[src/rtl/axil_conf_regfile_nch_pkg.sv]
// Shared types and constants for the multi-channel AXI-Lite configuration register file.
package conf_pkg;
  localparam logic [1:0] RESP_OKAY   = 2'b00;
  localparam logic [1:0] RESP_SLVERR = 2'b10;

  localparam logic [5:0] REG_CTRL      = 6'd0;
  localparam logic [5:0] REG_PERF      = 6'd63;
  localparam int         CH_STRIDE_LG2 = 8;

  typedef enum logic [1:0] {W_IDLE, W_WAIT, W_RESP} w_state_t;
  typedef enum logic       {R_IDLE, R_RESP}         r_state_t;
  typedef enum logic [1:0] {CH_IDLE, CH_PEND, CH_BUSY} ch_state_t;

  function automatic logic [31:0] strb_merge(input logic [31:0] old_w, input logic [31:0] new_w,
                                             input logic [3:0] strb);
    logic [31:0] res;
    res = old_w;
    for (int b = 0; b < 4; b++)
      if (strb[b]) res[b*8 +: 8] = new_w[b*8 +: 8];
    return res;
  endfunction
endpackage

[src/rtl/axil_conf_regfile_nch_if.sv]
// AXI4-Lite slave bundle (no ID/PROT) between the GP-port interconnect and the register file.
interface axil_conf_regfile_nch_if;
  logic [31:0] ARADDR;
  logic        ARVALID, ARREADY;
  logic [31:0] RDATA;
  logic [1:0]  RRESP;
  logic        RVALID, RREADY;
  logic [31:0] AWADDR;
  logic        AWVALID, AWREADY;
  logic [31:0] WDATA;
  logic [3:0]  WSTRB;
  logic        WVALID, WREADY;
  logic [1:0]  BRESP;
  logic        BVALID, BREADY;

  modport slave (
    input  ARADDR, ARVALID, RREADY, AWADDR, AWVALID, WDATA, WSTRB, WVALID, BREADY,
    output ARREADY, RDATA, RRESP, RVALID, AWREADY, WREADY, BRESP, BVALID
  );
  modport master (
    output ARADDR, ARVALID, RREADY, AWADDR, AWVALID, WDATA, WSTRB, WVALID, BREADY,
    input  ARREADY, RDATA, RRESP, RVALID, AWREADY, WREADY, BRESP, BVALID
  );
endinterface

[src/rtl/axil_conf_regfile_nch_channel.sv]
// Per-channel launch/handshake FSM with pending/busy/done status.
// CONF_PERF_CNT_EN adds a saturating PEND+BUSY cycle counter.
module conf_channel
  import conf_pkg::*;
(
  input  logic        ACLK,
  input  logic        ARESETN,
  input  logic        launch,
  input  logic        clr_done,
  input  logic        cfg_ready,
  output logic        cfg_valid,
  output logic        pending,
  output logic        busy,
`ifdef CONF_PERF_CNT_EN
  output logic [31:0] perf,
`endif
  output logic        done
);
  ch_state_t st, nxt;
  logic      set_done;

  always_ff @(posedge ACLK)
    if (!ARESETN) st <= CH_IDLE;
    else          st <= nxt;

  always_comb begin
    nxt      = st;
    set_done = 1'b0;
    case (st)
      CH_IDLE: if (launch) nxt = CH_PEND;
      CH_PEND: if (cfg_ready) nxt = CH_BUSY;
      CH_BUSY: if (cfg_ready) begin
        nxt      = CH_IDLE;
        set_done = 1'b1;
      end
      default: nxt = CH_IDLE;
    endcase
  end

  // completion in the same cycle as a software clear keeps done set
  always_ff @(posedge ACLK)
    if (!ARESETN)      done <= 1'b0;
    else if (set_done) done <= 1'b1;
    else if (clr_done) done <= 1'b0;

  assign cfg_valid = (st == CH_PEND);
  assign pending   = (st == CH_PEND);
  assign busy      = (st == CH_BUSY);

`ifdef CONF_PERF_CNT_EN
  always_ff @(posedge ACLK)
    if (!ARESETN)                                 perf <= '0;
    else if (launch)                              perf <= '0;
    else if (st != CH_IDLE && perf != '1)         perf <= perf + 32'd1;
`endif
endmodule

[src/rtl/axil_conf_regfile_nch.sv]
// AXI4-Lite configuration register file for NCH accelerator channels.
// Optional per-channel cycle counter at reg 63 under CONF_PERF_CNT_EN.
module axil_conf_regfile_nch
  import conf_pkg::*;
#(
  parameter logic [31:0] ADDR_BASE = 32'h0,
  parameter int          AW        = 12,
  parameter int          NCH       = 2,
  parameter int          NREG      = 4
) (
  input  logic                         ACLK,
  input  logic                         ARESETN,
  axil_conf_regfile_nch_if.slave       S_AXI,
  output logic [NCH-1:0]               CONFIG_VALID,
  input  logic [NCH-1:0]               CONFIG_READY,
  output logic [NCH*(NREG-1)*32-1:0]   CONFIG_DATA,
  output logic                         CONFIG_IRQ
);
  localparam int             CW     = AW - CH_STRIDE_LG2;
  localparam logic [CW:0]    NCH_L  = (CW+1)'(NCH);
  localparam logic [6:0]     NREG_L = 7'(NREG);

  logic [NCH-1:0][NREG-1:1][31:0] dreg;
  logic [NCH-1:0]                 pend, busy, done, launch, clr;
`ifdef CONF_PERF_CNT_EN
  logic [NCH-1:0][31:0]           perf;
`endif

  // ---------------- write path ----------------
  w_state_t    w_st, w_nxt;
  logic        have_aw, have_w, awready, wready, commit;
  logic [31:0] aw_q, w_q, cm_addr, cm_data;
  logic [3:0]  strb_q, cm_strb;
  logic [1:0]  bresp_q, bresp_nxt;
  logic [CW-1:0] cm_ch;
  logic [5:0]  cm_rg;
  logic        cm_ok, ctrl_wr, sel_act, launch_req;

  always_comb begin
    w_nxt   = w_st;
    awready = 1'b0;
    wready  = 1'b0;
    commit  = 1'b0;
    case (w_st)
      W_IDLE: begin
        awready = 1'b1;
        wready  = 1'b1;
        if (S_AXI.AWVALID && S_AXI.WVALID) begin
          commit = 1'b1;
          w_nxt  = W_RESP;
        end else if (S_AXI.AWVALID || S_AXI.WVALID) w_nxt = W_WAIT;
      end
      W_WAIT: begin
        awready = !have_aw;
        wready  = !have_w;
        if ((have_aw || S_AXI.AWVALID) && (have_w || S_AXI.WVALID)) begin
          commit = 1'b1;
          w_nxt  = W_RESP;
        end
      end
      W_RESP:  if (S_AXI.BREADY) w_nxt = W_IDLE;
      default: w_nxt = W_IDLE;
    endcase
  end

  always_ff @(posedge ACLK)
    if (!ARESETN) begin
      w_st    <= W_IDLE;
      have_aw <= 1'b0;
      have_w  <= 1'b0;
      aw_q    <= '0;
      w_q     <= '0;
      strb_q  <= '0;
      bresp_q <= RESP_OKAY;
    end else begin
      w_st <= w_nxt;
      if (awready && S_AXI.AWVALID) aw_q <= S_AXI.AWADDR;
      if (wready && S_AXI.WVALID) begin
        w_q    <= S_AXI.WDATA;
        strb_q <= S_AXI.WSTRB;
      end
      if (commit) begin
        have_aw <= 1'b0;
        have_w  <= 1'b0;
        bresp_q <= bresp_nxt;
      end else begin
        if (awready && S_AXI.AWVALID) have_aw <= 1'b1;
        if (wready && S_AXI.WVALID)   have_w  <= 1'b1;
      end
    end

  // the half still on the bus is used directly in the commit cycle
  assign cm_addr = have_aw ? aw_q : S_AXI.AWADDR;
  assign cm_data = have_w ? w_q : S_AXI.WDATA;
  assign cm_strb = have_w ? strb_q : S_AXI.WSTRB;
  assign cm_ch   = cm_addr[AW-1:CH_STRIDE_LG2];
  assign cm_rg   = cm_addr[7:2];
  assign cm_ok   = (cm_addr[31:AW] == ADDR_BASE[31:AW]) && ({1'b0, cm_ch} < NCH_L) &&
                   ({1'b0, cm_rg} < NREG_L);
  assign ctrl_wr    = commit && cm_ok && (cm_rg == REG_CTRL) && cm_strb[0];
  assign launch_req = ctrl_wr && cm_data[0];

  always_comb begin
    sel_act = 1'b0;
    for (int c = 0; c < NCH; c++)
      if (cm_ch == CW'(c)) sel_act = pend[c] | busy[c];
  end

  always_comb begin
    launch = '0;
    clr    = '0;
    for (int c = 0; c < NCH; c++)
      if (cm_ch == CW'(c)) begin
        launch[c] = launch_req && !sel_act;
        clr[c]    = ctrl_wr && cm_data[1];
      end
  end

  assign bresp_nxt = (!cm_ok || (launch_req && sel_act)) ? RESP_SLVERR : RESP_OKAY;

  always_ff @(posedge ACLK)
    if (!ARESETN) dreg <= '0;
    else if (commit && cm_ok && cm_rg != REG_CTRL)
      for (int c = 0; c < NCH; c++)
        for (int r = 1; r < NREG; r++)
          if (cm_ch == CW'(c) && cm_rg == 6'(r))
            dreg[c][r] <= strb_merge(dreg[c][r], cm_data, cm_strb);

  assign S_AXI.AWREADY = awready;
  assign S_AXI.WREADY  = wready;
  assign S_AXI.BVALID  = (w_st == W_RESP);
  assign S_AXI.BRESP   = bresp_q;

  // ---------------- read path ----------------
  r_state_t      r_st, r_nxt;
  logic [CW-1:0] rd_ch;
  logic [5:0]    rd_rg;
  logic          rd_ok;
  logic [31:0]   rd_val, rdata_q;
  logic [1:0]    rresp_q;

  assign rd_ch = S_AXI.ARADDR[AW-1:CH_STRIDE_LG2];
  assign rd_rg = S_AXI.ARADDR[7:2];
  assign rd_ok = (S_AXI.ARADDR[31:AW] == ADDR_BASE[31:AW]) && ({1'b0, rd_ch} < NCH_L) &&
                 (({1'b0, rd_rg} < NREG_L)
`ifdef CONF_PERF_CNT_EN
                  || (rd_rg == REG_PERF)
`endif
                 );

  always_comb begin
    rd_val = '0;
    for (int c = 0; c < NCH; c++)
      if (rd_ch == CW'(c)) begin
        if (rd_rg == REG_CTRL) rd_val = {29'b0, done[c], busy[c], pend[c]};
        for (int r = 1; r < NREG; r++)
          if (rd_rg == 6'(r)) rd_val = dreg[c][r];
`ifdef CONF_PERF_CNT_EN
        if (rd_rg == REG_PERF) rd_val = perf[c];
`endif
      end
    if (!rd_ok) rd_val = '0;
  end

  always_comb begin
    r_nxt = r_st;
    case (r_st)
      R_IDLE:  if (S_AXI.ARVALID) r_nxt = R_RESP;
      R_RESP:  if (S_AXI.RREADY)  r_nxt = R_IDLE;
      default: r_nxt = R_IDLE;
    endcase
  end

  always_ff @(posedge ACLK)
    if (!ARESETN) begin
      r_st    <= R_IDLE;
      rdata_q <= '0;
      rresp_q <= RESP_OKAY;
    end else begin
      r_st <= r_nxt;
      if (r_st == R_IDLE && S_AXI.ARVALID) begin
        rdata_q <= rd_val;
        rresp_q <= rd_ok ? RESP_OKAY : RESP_SLVERR;
      end
    end

  assign S_AXI.ARREADY = (r_st == R_IDLE);
  assign S_AXI.RVALID  = (r_st == R_RESP);
  assign S_AXI.RDATA   = rdata_q;
  assign S_AXI.RRESP   = rresp_q;

  logic unused_addr;
  assign unused_addr = ^{cm_addr[1:0], S_AXI.ARADDR[1:0]};

  // ---------------- channels ----------------
  for (genvar c = 0; c < NCH; c++) begin : g_ch
    conf_channel u_ch (
      .ACLK      (ACLK),
      .ARESETN   (ARESETN),
      .launch    (launch[c]),
      .clr_done  (clr[c]),
      .cfg_ready (CONFIG_READY[c]),
      .cfg_valid (CONFIG_VALID[c]),
      .pending   (pend[c]),
      .busy      (busy[c]),
`ifdef CONF_PERF_CNT_EN
      .perf      (perf[c]),
`endif
      .done      (done[c])
    );
    for (genvar r = 1; r < NREG; r++) begin : g_pk
      assign CONFIG_DATA[(c*(NREG-1)+r-1)*32 +: 32] = dreg[c][r];
    end
  end

  assign CONFIG_IRQ = |done;
endmodule

[src/flat_wrapper.sv]
// flat-port wrapper written by rule: the top's interface ports become plain ports
module axil_conf_regfile_nch_flat import conf_pkg::*;
#(
  parameter logic [31:0] ADDR_BASE = 32'h0,
  parameter int          AW        = 12,
  parameter int          NCH       = 2,
  parameter int          NREG      = 4
)
  (ACLK, ARESETN, CONFIG_VALID, CONFIG_READY, CONFIG_DATA, CONFIG_IRQ, S_AXI_ARADDR, S_AXI_ARVALID, S_AXI_RREADY, S_AXI_AWADDR, S_AXI_AWVALID, S_AXI_WDATA, S_AXI_WSTRB, S_AXI_WVALID, S_AXI_BREADY, S_AXI_ARREADY, S_AXI_RDATA, S_AXI_RRESP, S_AXI_RVALID, S_AXI_AWREADY, S_AXI_WREADY, S_AXI_BRESP, S_AXI_BVALID);
  axil_conf_regfile_nch_if S_AXI_i ();
  input  logic ACLK;
  input  logic ARESETN;
  output logic [NCH-1:0] CONFIG_VALID;
  input  logic [NCH-1:0] CONFIG_READY;
  output logic [NCH*(NREG-1)*32-1:0] CONFIG_DATA;
  output logic CONFIG_IRQ;
  input wire logic [$bits(S_AXI_i.ARADDR)-1:0] S_AXI_ARADDR;
  input wire logic [$bits(S_AXI_i.ARVALID)-1:0] S_AXI_ARVALID;
  input wire logic [$bits(S_AXI_i.RREADY)-1:0] S_AXI_RREADY;
  input wire logic [$bits(S_AXI_i.AWADDR)-1:0] S_AXI_AWADDR;
  input wire logic [$bits(S_AXI_i.AWVALID)-1:0] S_AXI_AWVALID;
  input wire logic [$bits(S_AXI_i.WDATA)-1:0] S_AXI_WDATA;
  input wire logic [$bits(S_AXI_i.WSTRB)-1:0] S_AXI_WSTRB;
  input wire logic [$bits(S_AXI_i.WVALID)-1:0] S_AXI_WVALID;
  input wire logic [$bits(S_AXI_i.BREADY)-1:0] S_AXI_BREADY;
  output wire logic [$bits(S_AXI_i.ARREADY)-1:0] S_AXI_ARREADY;
  output wire logic [$bits(S_AXI_i.RDATA)-1:0] S_AXI_RDATA;
  output wire logic [$bits(S_AXI_i.RRESP)-1:0] S_AXI_RRESP;
  output wire logic [$bits(S_AXI_i.RVALID)-1:0] S_AXI_RVALID;
  output wire logic [$bits(S_AXI_i.AWREADY)-1:0] S_AXI_AWREADY;
  output wire logic [$bits(S_AXI_i.WREADY)-1:0] S_AXI_WREADY;
  output wire logic [$bits(S_AXI_i.BRESP)-1:0] S_AXI_BRESP;
  output wire logic [$bits(S_AXI_i.BVALID)-1:0] S_AXI_BVALID;
  assign S_AXI_i.ARADDR = S_AXI_ARADDR;
  assign S_AXI_i.ARVALID = S_AXI_ARVALID;
  assign S_AXI_i.RREADY = S_AXI_RREADY;
  assign S_AXI_i.AWADDR = S_AXI_AWADDR;
  assign S_AXI_i.AWVALID = S_AXI_AWVALID;
  assign S_AXI_i.WDATA = S_AXI_WDATA;
  assign S_AXI_i.WSTRB = S_AXI_WSTRB;
  assign S_AXI_i.WVALID = S_AXI_WVALID;
  assign S_AXI_i.BREADY = S_AXI_BREADY;
  assign S_AXI_ARREADY = S_AXI_i.ARREADY;
  assign S_AXI_RDATA = S_AXI_i.RDATA;
  assign S_AXI_RRESP = S_AXI_i.RRESP;
  assign S_AXI_RVALID = S_AXI_i.RVALID;
  assign S_AXI_AWREADY = S_AXI_i.AWREADY;
  assign S_AXI_WREADY = S_AXI_i.WREADY;
  assign S_AXI_BRESP = S_AXI_i.BRESP;
  assign S_AXI_BVALID = S_AXI_i.BVALID;
  axil_conf_regfile_nch #(.ADDR_BASE(ADDR_BASE), .AW(AW), .NCH(NCH), .NREG(NREG)) u_core (.ACLK(ACLK), .ARESETN(ARESETN), .S_AXI(S_AXI_i), .CONFIG_VALID(CONFIG_VALID), .CONFIG_READY(CONFIG_READY), .CONFIG_DATA(CONFIG_DATA), .CONFIG_IRQ(CONFIG_IRQ));
endmodule
[config.mk]
export PLATFORM = sky130hd
export DESIGN_NAME = axil_conf_regfile_nch_flat
export DESIGN_NICKNAME = d
export VERILOG_FILES = /design/src/rtl/axil_conf_regfile_nch_pkg.sv /design/src/rtl/axil_conf_regfile_nch_if.sv /design/src/rtl/axil_conf_regfile_nch_channel.sv /design/src/rtl/axil_conf_regfile_nch.sv /design/src/flat_wrapper.sv
export SDC_FILE = /design/constraint.sdc
export NUM_CORES = 1
export LEC_CHECK = 0
export ABC_CLOCK_PERIOD_IN_PS = 2100
export BUFFER_PORTS_ARGS = -buffer_cell sky130_fd_sc_hd__buf_2
export CORE_MARGIN = 3
export CORE_UTILIZATION = 25
export CTS_CLUSTER_SIZE = 14
export DETAILED_ROUTE_END_ITERATION = 10
export GPL_TIMING_DRIVEN = 1
export PLACE_DENSITY = 0.46
export SKIP_LAST_GASP = 1
export SLEW_MARGIN = 20
export SYNTH_ARGS = -nofsm -noshare
export SYNTH_HDL_FRONTEND = slang
export SYNTH_SLANG_ARGS = --single-unit
export TNS_END_PERCENT = 50
[constraint.sdc]
create_clock -name ACLK -period 2.1 [get_ports ACLK]
set_clock_uncertainty 0.1 [all_clocks]
set_input_delay 0.105 -clock ACLK [delete_from_list [all_inputs] [get_ports ACLK]]
set_output_delay 0.105 -clock ACLK [all_outputs]
set_load 0.01 [all_outputs]
# Yosys cells after proc, flatten, opt, wreduce, memory -nomap -nowiden

Index checks and enable logic that the tools add are counted.
W data, S select, Z words.

Register bits after elaboration: 307
Latch bits: 0
RAM bits: 0
Memory bits (read-only): 0
Word-level logic and storage cells: 192
Memories: 0

Add/subtract/negate cells: 0
Multipliers: 0
Divide/modulo/power cells: 0
Order comparisons: 4
Eq/ne operators: 23
Shift operators: 0
Muxes and demuxes: 51
Bitwise gates (word level): 4
Reductions and logical operators: 72

Operators by type and width:

| kind                 | number |
|---|---|
| $mux W32             | 12 |
| $reduce_and A3 Y1    | 27 |
| $logic_not A20 Y1    | 2 |
| $eq A6 B2 Y1 const B | 4 |
| $mux W2              | 12 |
| $logic_and A1 B1 Y1  | 23 |
| $mux W1              | 18 |
| $pmux W2 S3          | 3 |
| $ne A2 B2 Y1 const B | 7 |
| $eq A6 B1 Y1 const B | 2 |
| $logic_not A6 Y1     | 2 |
| $lt A6 B3 Y1 const B | 2 |
| $eq A4 B1 Y1 const B | 2 |
| $logic_not A4 Y1     | 2 |
| $lt A4 B2 Y1 const B | 2 |
| $pmux W1 S2          | 4 |
| $eq A2 B1 Y1 const B | 3 |
| $eq A2 B2 Y1 const B | 3 |
| $logic_not A2 Y1     | 3 |
| $reduce_bool A6 Y1   | 1 |
| $logic_not A1 Y1     | 4 |
| $logic_or A1 B1 Y1   | 4 |
| $mux W4              | 1 |
| $reduce_bool A2 Y1   | 2 |
| other kinds (6)      | 9 |

# Logic depth before layout (Yosys ltp)

Depth in word-level cells: 12
Gate-level depth with buffers: 9
Gate-level depth less buffers: 7

# Cells and area by module

A second synthesis with hierarchy kept.

Cells, all modules: 1501
Area, all modules: 13888.3 um^2

Modules (own cells, without submodules):

| module                | instances | cells an instance | area each (um^2) | seq. area each (um^2) |
|---|---|---|---|---|
| axil_conf_regfile_nch | 1         | 1471              | 13610.6          | 5945.7 |
| conf_channel          | 2         | 15                | 138.9            | 60.1 |

# Least setup slack after synthesis

OpenSTA, ideal clock, no wires.

Kind: reg2reg
Start point: reg u_core.have_aw
End point: reg u_core.g_ch[1].u_ch.st[0]
Setup time: 0.062 ns
Data arrival time: 1.926 ns
Setup slack: 0.013 ns
Cell stages (with the launch flop): 7
Cells stage by stage: dfxtp_1 buf_6 mux2_2 nor3_1 o2111ai_1 or4_1 nand3_1

Word-level cells in the longest chain between the ends: 12

RTL lines:

| element                                            | RTL line                                                 | RTL |
|---|---|---|
| from (decl)                                        | axil_conf_regfile_nch.sv:31                              | `logic have_aw, have_w, awready, wready, commit;` |
| from (signal assigned)                             | axil_conf_regfile_nch.sv:69                              | `have_aw <= 1'b0;` |
| from (signal assigned)                             | axil_conf_regfile_nch.sv:83                              | `have_aw <= 1'b0;` |
| from (signal assigned)                             | axil_conf_regfile_nch.sv:87                              | `if (awready && S_AXI.AWVALID) have_aw <= 1'b1;` |
| $mux W32 or $logic_or A1 B1 Y1 (tied branches)     | axil_conf_regfile_nch.sv:93, axil_conf_regfile_nch.sv:56 |  |
| $lt A4 B2 Y1 (tied with other cells)               | axil_conf_regfile_nch.sv:98                              | `assign cm_ok = (cm_addr[31:AW] == ADDR_BASE[31:AW]) && ({1'b0, cm_ch} < NCH_L) &&` |
| $logic_and A1 B1 Y1 or $mux W1 (tied branches)     | axil_conf_regfile_nch.sv:98, axil_conf_regfile_nch.sv:56 |  |
| $logic_and A1 B1 Y1 or $pmux W1 S2 (tied branches) | axil_conf_regfile_nch.sv:98, axil_conf_regfile_nch.sv:44 |  |
| $logic_and A1 B1 Y1 (3 in a row)                   | axil_conf_regfile_nch.sv:100                             | `assign ctrl_wr = commit && cm_ok && (cm_rg == REG_CTRL) && cm_strb[0];` |
| $logic_and A1 B1 Y1                                | axil_conf_regfile_nch.sv:101                             | `assign launch_req = ctrl_wr && cm_data[0];` |
| $logic_and A1 B1 Y1                                | axil_conf_regfile_nch.sv:114                             | `launch[c] = launch_req && !sel_act;` |
| $mux W1 (*)                                        | axil_conf_regfile_nch.sv:113                             | `if (cm_ch == CW'(c)) begin` |
| $ne A2 B2 Y1 (no line) (*)                         | -                                                        |  |
| $reduce_and A3 Y1 (no line) (*)                    | -                                                        |  |
| to (signal assigned)                               | axil_conf_regfile_nch_channel.sv:24                      | `else st <= nxt;` |
| to (decl)                                          | axil_conf_regfile_nch_channel.sv:19                      | `ch_state_t st, nxt;` |

Mark *: on every way between the ends. The rest lies on a longest branch, timed or not.
A chain may end at the register's enable or synchronous reset.

# Final worst setup path

Start point: reg u_core.have_aw
End point: reg u_core.dreg, in the netlist u_core.CONFIG_DATA[69]

Word-level cells in the longest chain between the ends: 7

RTL lines:

| element                                            | RTL line                                                 | RTL |
|---|---|---|
| $mux W32 or $logic_or A1 B1 Y1 (tied branches)     | axil_conf_regfile_nch.sv:93, axil_conf_regfile_nch.sv:56 |  |
| $lt A4 B2 Y1 (tied with other cells)               | axil_conf_regfile_nch.sv:98                              |  |
| $logic_and A1 B1 Y1 or $mux W1 (tied branches)     | axil_conf_regfile_nch.sv:98, axil_conf_regfile_nch.sv:56 |  |
| $logic_and A1 B1 Y1 or $pmux W1 S2 (tied branches) | axil_conf_regfile_nch.sv:98, axil_conf_regfile_nch.sv:44 |  |
| $logic_and A1 B1 Y1 (2 in a row)                   | axil_conf_regfile_nch.sv:123                             | `else if (commit && cm_ok && cm_rg != REG_CTRL)` |
| $reduce_and A3 Y1 (no line) (*)                    | -                                                        |  |
| to (signal, indexed assignment)                    | axil_conf_regfile_nch.sv:127                             | `dreg[c][r] <= strb_merge(dreg[c][r], cm_data, cm_strb);` |
| to (decl)                                          | axil_conf_regfile_nch.sv:23                              | `logic [NCH-1:0][NREG-1:1][31:0] dreg;` |

Marked as above.

==> impl_results.md <==
* Total clock buffers created by CTS at 39
* Mapped Avg Cell Area at 8.59 um^2
* Die boundary height at 241 um
* Unrepaired setup endpoints after global routing: true
* Post-DR vias/cell at 4.94
* Finish-stage setup viols at 139
* Worst-path cell chain: buf_6 -> a21oi_1 -> or3_4 -> a221o_1 -> clkbuf_16 -> o211ai_1 -> o21ai_0
* Class of the worst hold path: in -> reg
* Global-route wire length before repair at 87.6 mm
* Dpl hpwl at 42.4 mm
* Cell taking the most area after synthesis: dfxtp_1
* Overall routing resource usage at 19.9%
* Yosys top cell area share at 43.9%
* Multi-input gate area in the final layout at 0.00751 mm^2
* Data arrival at the endpoint of the critical path at 2520 ps
* Worst Tran Pin Value at 1060 ps
* CTS Sinks at 303
* Violated checks: setup timing
* Number of antenna violations at the first check in global routing at 7
* Clock slew seen by the registers of the worst setup and hold paths at 60 ps
* Number of storage elements in the synthesis netlist at 303
* Final net count at 2,200
* Sequential cell area at 0.00607 mm^2
* Crit path setup slack, layout at -97.1 ps
* Rel. slew slack at 29.6%
* Number of distinct library cells after synthesis at 56
* DR WL/cell at 21.5 um
* Async set-reset flop share out of synthesis at 0%
* Root Buffer Master: clkbuf_16
* Synth Instances at 1,607
* Upper clock frequency limit at 455 MHz
* Reg-to-reg setup timing slack at -100 ps
* Number of buffer cells added on primary ports at 338
* Top cells by area, synth: dfxtp_1 (44%), mux2i_1 (11%), nand2_1 (9.8%)
* Top_reg_cell synth: dfxtp_1
* Number of core rows at 85
* CTS tree: yes
* Number of flops mapped to enable cells by yosys at 0
* Worst skew pair latency at 560 ps
* Count of routing violations after the opening detailed-route iteration at 797
* Most frequent cells after synthesis: nand2_1 (361), dfxtp_1 (303), mux2i_1 (153), a21oi_1 (147), clkbuf_1 (93)
* Die Outline Area at 0.0581 mm^2
* Standby leakage power at 8.94 nW
* Fraction of final layout cells with drive strength greater than 1 at 32.3%
* Max Fanout on Critical Path at 24
* Highest-delay cell along the critical path: or3_4
* Element type at the critical path start: flip-flop
* Final Hold Fails at 0
* Syn-to-layout area delta at 44.1%
* Level count of the clock H-tree at 2
* Element type at the critical path end: flip-flop
* Gpl congestion at 0.818
* Data required time of the worst path at 2420 ps
* Yosys warning total at 0
* Core ar. at 0.0542 mm^2
* Final period demand of the worst path at 2200 ps
* Share of synthesized area occupied by flip-flops and latches at 43.9%
* Sum of internal, switching and leakage power at 14.5 mW
* Peak per-stage delay on the critical path at 420 ps
* Setup_tns at -7380 ps
* Outcome: finished with violations
* Overall overflow remaining after global route at 0
* Via count at 13,900
* Netlist area before placement at 0.0138 mm^2
* First-pass detailed-route iteration total at 8
* Maximum number of pins on one net before global-route repair at 116
* Max Root-Sink Buffers at 3
* Number of DRC violations after detailed routing at 0
* Number of primary I/O pins at 345
* Post-detailed-route count of antenna-violating nets at 0
* Category of the critical setup timing path: reg -> reg
* Total count of max-transition violations in the final report at 0
* Number of violations of the max-capacitance limit at 0
* Number of global-route vias before repair at 13,900
* Effective utilization at floorplan at 25.5%
* Count of fill cells added during filler insertion at 5,574
* Final clock period utilization by the worst path at 105%
* VDD IR-drop max at 514 uV
* Most frequently used cell type in the post-synthesis netlist: nand2_1
* Power per standard cell area at 730 mW/mm^2
* Total Routed Length at 60.5 mm
* Die Span X at 241 um
==> metal layers <==
layer,up-vias,wire length (um),track usage (%)
met1,6726,26700,25.9
met4,4,1180,4.92
li1,6652,-,-
met5,-,27,0
met2,438,29000,34.1
met3,77,3630,3.86
==> timing repair <==
action                                 in CTS  in global routing
setup endpoints to repair                 199                199
pin swaps                                   4                  9
setup buffers                               7                  1
gates cloned                                3                  3
endpoints found under the hold margin     106                  0
resized for setup                          43                 24
hold buffers                               76                  0
==> path summary, 6_finish.rpt <==
path | from | end | depth (start not counted)
worst max-delay path | u_core.have_aw | u_core.CONFIG_DATA[69] | 7
worst min-delay path | S_AXI_ARADDR[8] | u_core.S_AXI.RDATA[1] | 6
worst max register to register | u_core.have_aw | u_core.CONFIG_DATA[69] | 7
worst min register to register | u_core.S_AXI.RDATA[28] | u_core.S_AXI.RDATA[28] | 2
==> power by group <==
group	total [mW]	switching (mW)	internal [mW]
registers	5.92	0.0639	5.86
logic	1.63	0.965	0.661
clock network	6.97	2.68	4.30
total	14.5	3.70	10.8
==> worst max-delay path, delay by kind of cell (launching register included) <==
kind | cells | cell delay (ps)
compound gates | 4 | 760
simple gates | 1 | 420
flops | 1 | 400
buf+inv | 2 | 390
==> registers in the layout, indices dropped and copies added (netlist names) <==
signal	cells
u_core.S_AXI.RVALID	1
u_core.S_AXI.RDATA	32
u_core.have_w	1
u_core.S_AXI.RRESP	1
u_core.g_ch.u_ch.done	2
u_core.w_st	2
u_core.strb_q	4
u_core.g_ch.u_ch.st	4
u_core.S_AXI.BRESP	1
u_core.CONFIG_DATA	192
u_core.have_aw	1
u_core.w_q	32
u_core.aw_q	30
==> layout by cell type (no fill, tap or decap), types with 5 or more instances in the layout <==
cell type / Yosys / layout
nand2_1: 361 / 350
buf_2: 9 / 336
dfxtp_1: 303 / 299
mux2i_1: 153 / 153
a21oi_1: 147 / 144
buf_4: 9 / 90
o21ai_0: 85 / 79
dlygate4sd3_1: 0 / 76
nor2_1: 66 / 66
mux2_2: 64 / 64
nor3_1: 59 / 49
o211ai_1: 43 / 43
clkbuf_16: 0 / 42
buf_12: 0 / 40
nor4_1: 43 / 39
a22oi_1: 32 / 32
nand3_1: 24 / 22
nand3_2: 17 / 12
nor3_2: 3 / 11
nand2_2: 0 / 10
clkbuf_1: 93 / 10
inv_1: 10 / 9
a211oi_1: 10 / 8
ha_1: 8 / 8
nand3_4: 0 / 7
buf_6: 2 / 7
diode_2: 0 / 6
or4_1: 7 / 6
o21ai_1: 0 / 5
clkbuf_8: 0 / 5
bufinv_16: 0 / 5
==> final cells by class <==
| class | count | area share, % |
|---|---|---|
| sequential | 303 | 30.5 |
| timing repair buffer | 552 | 20.4 |
| inverter | 10 | 0.201 |
| clock inverter | 13 | 1.08 |
| clock buffer | 55 | 5.56 |
| antenna | 6 | 0.0755 |
| multi-input combinational | 1177 | 37.8 |
| tap | 696 | 4.38 |
==> kinds of logic after synthesis <==
| logic type | after synthesis | synth area share [%] |
|---|---|---|
| xor gates and xnor gates | 1 | 0.0634 |
| muxes | 222 | 17.0 |
| DFF | 303 | 43.9 |
| buffers and inverters | 129 | 3.94 |
| other | 1 | 0.0272 |
| adders and majority gates | 8 | 0.725 |
| and+or+nand+nor | 609 | 20.1 |
| AOI/OAI and AO/OA | 334 | 14.2 |
==> metrics by stage <==
step	cell area (um^2)	instances	util, %	hold WS, ps	worst slack [ps]
6_report	19900	2812	36.7	55.3	-97.1
5_1_grt	19900	2808	36.7	45.3	-207
4_1_cts	19800	2804	36.4	22.1	-123
3_5_place_dp	17400	2651	32.1	197	-340
3_3_place_gp	17400	2651	32.1	190	-326
2_1_floorplan	13800	1608	-	105	12.6
Note: power is estimated with default switching activity, not from simulation.
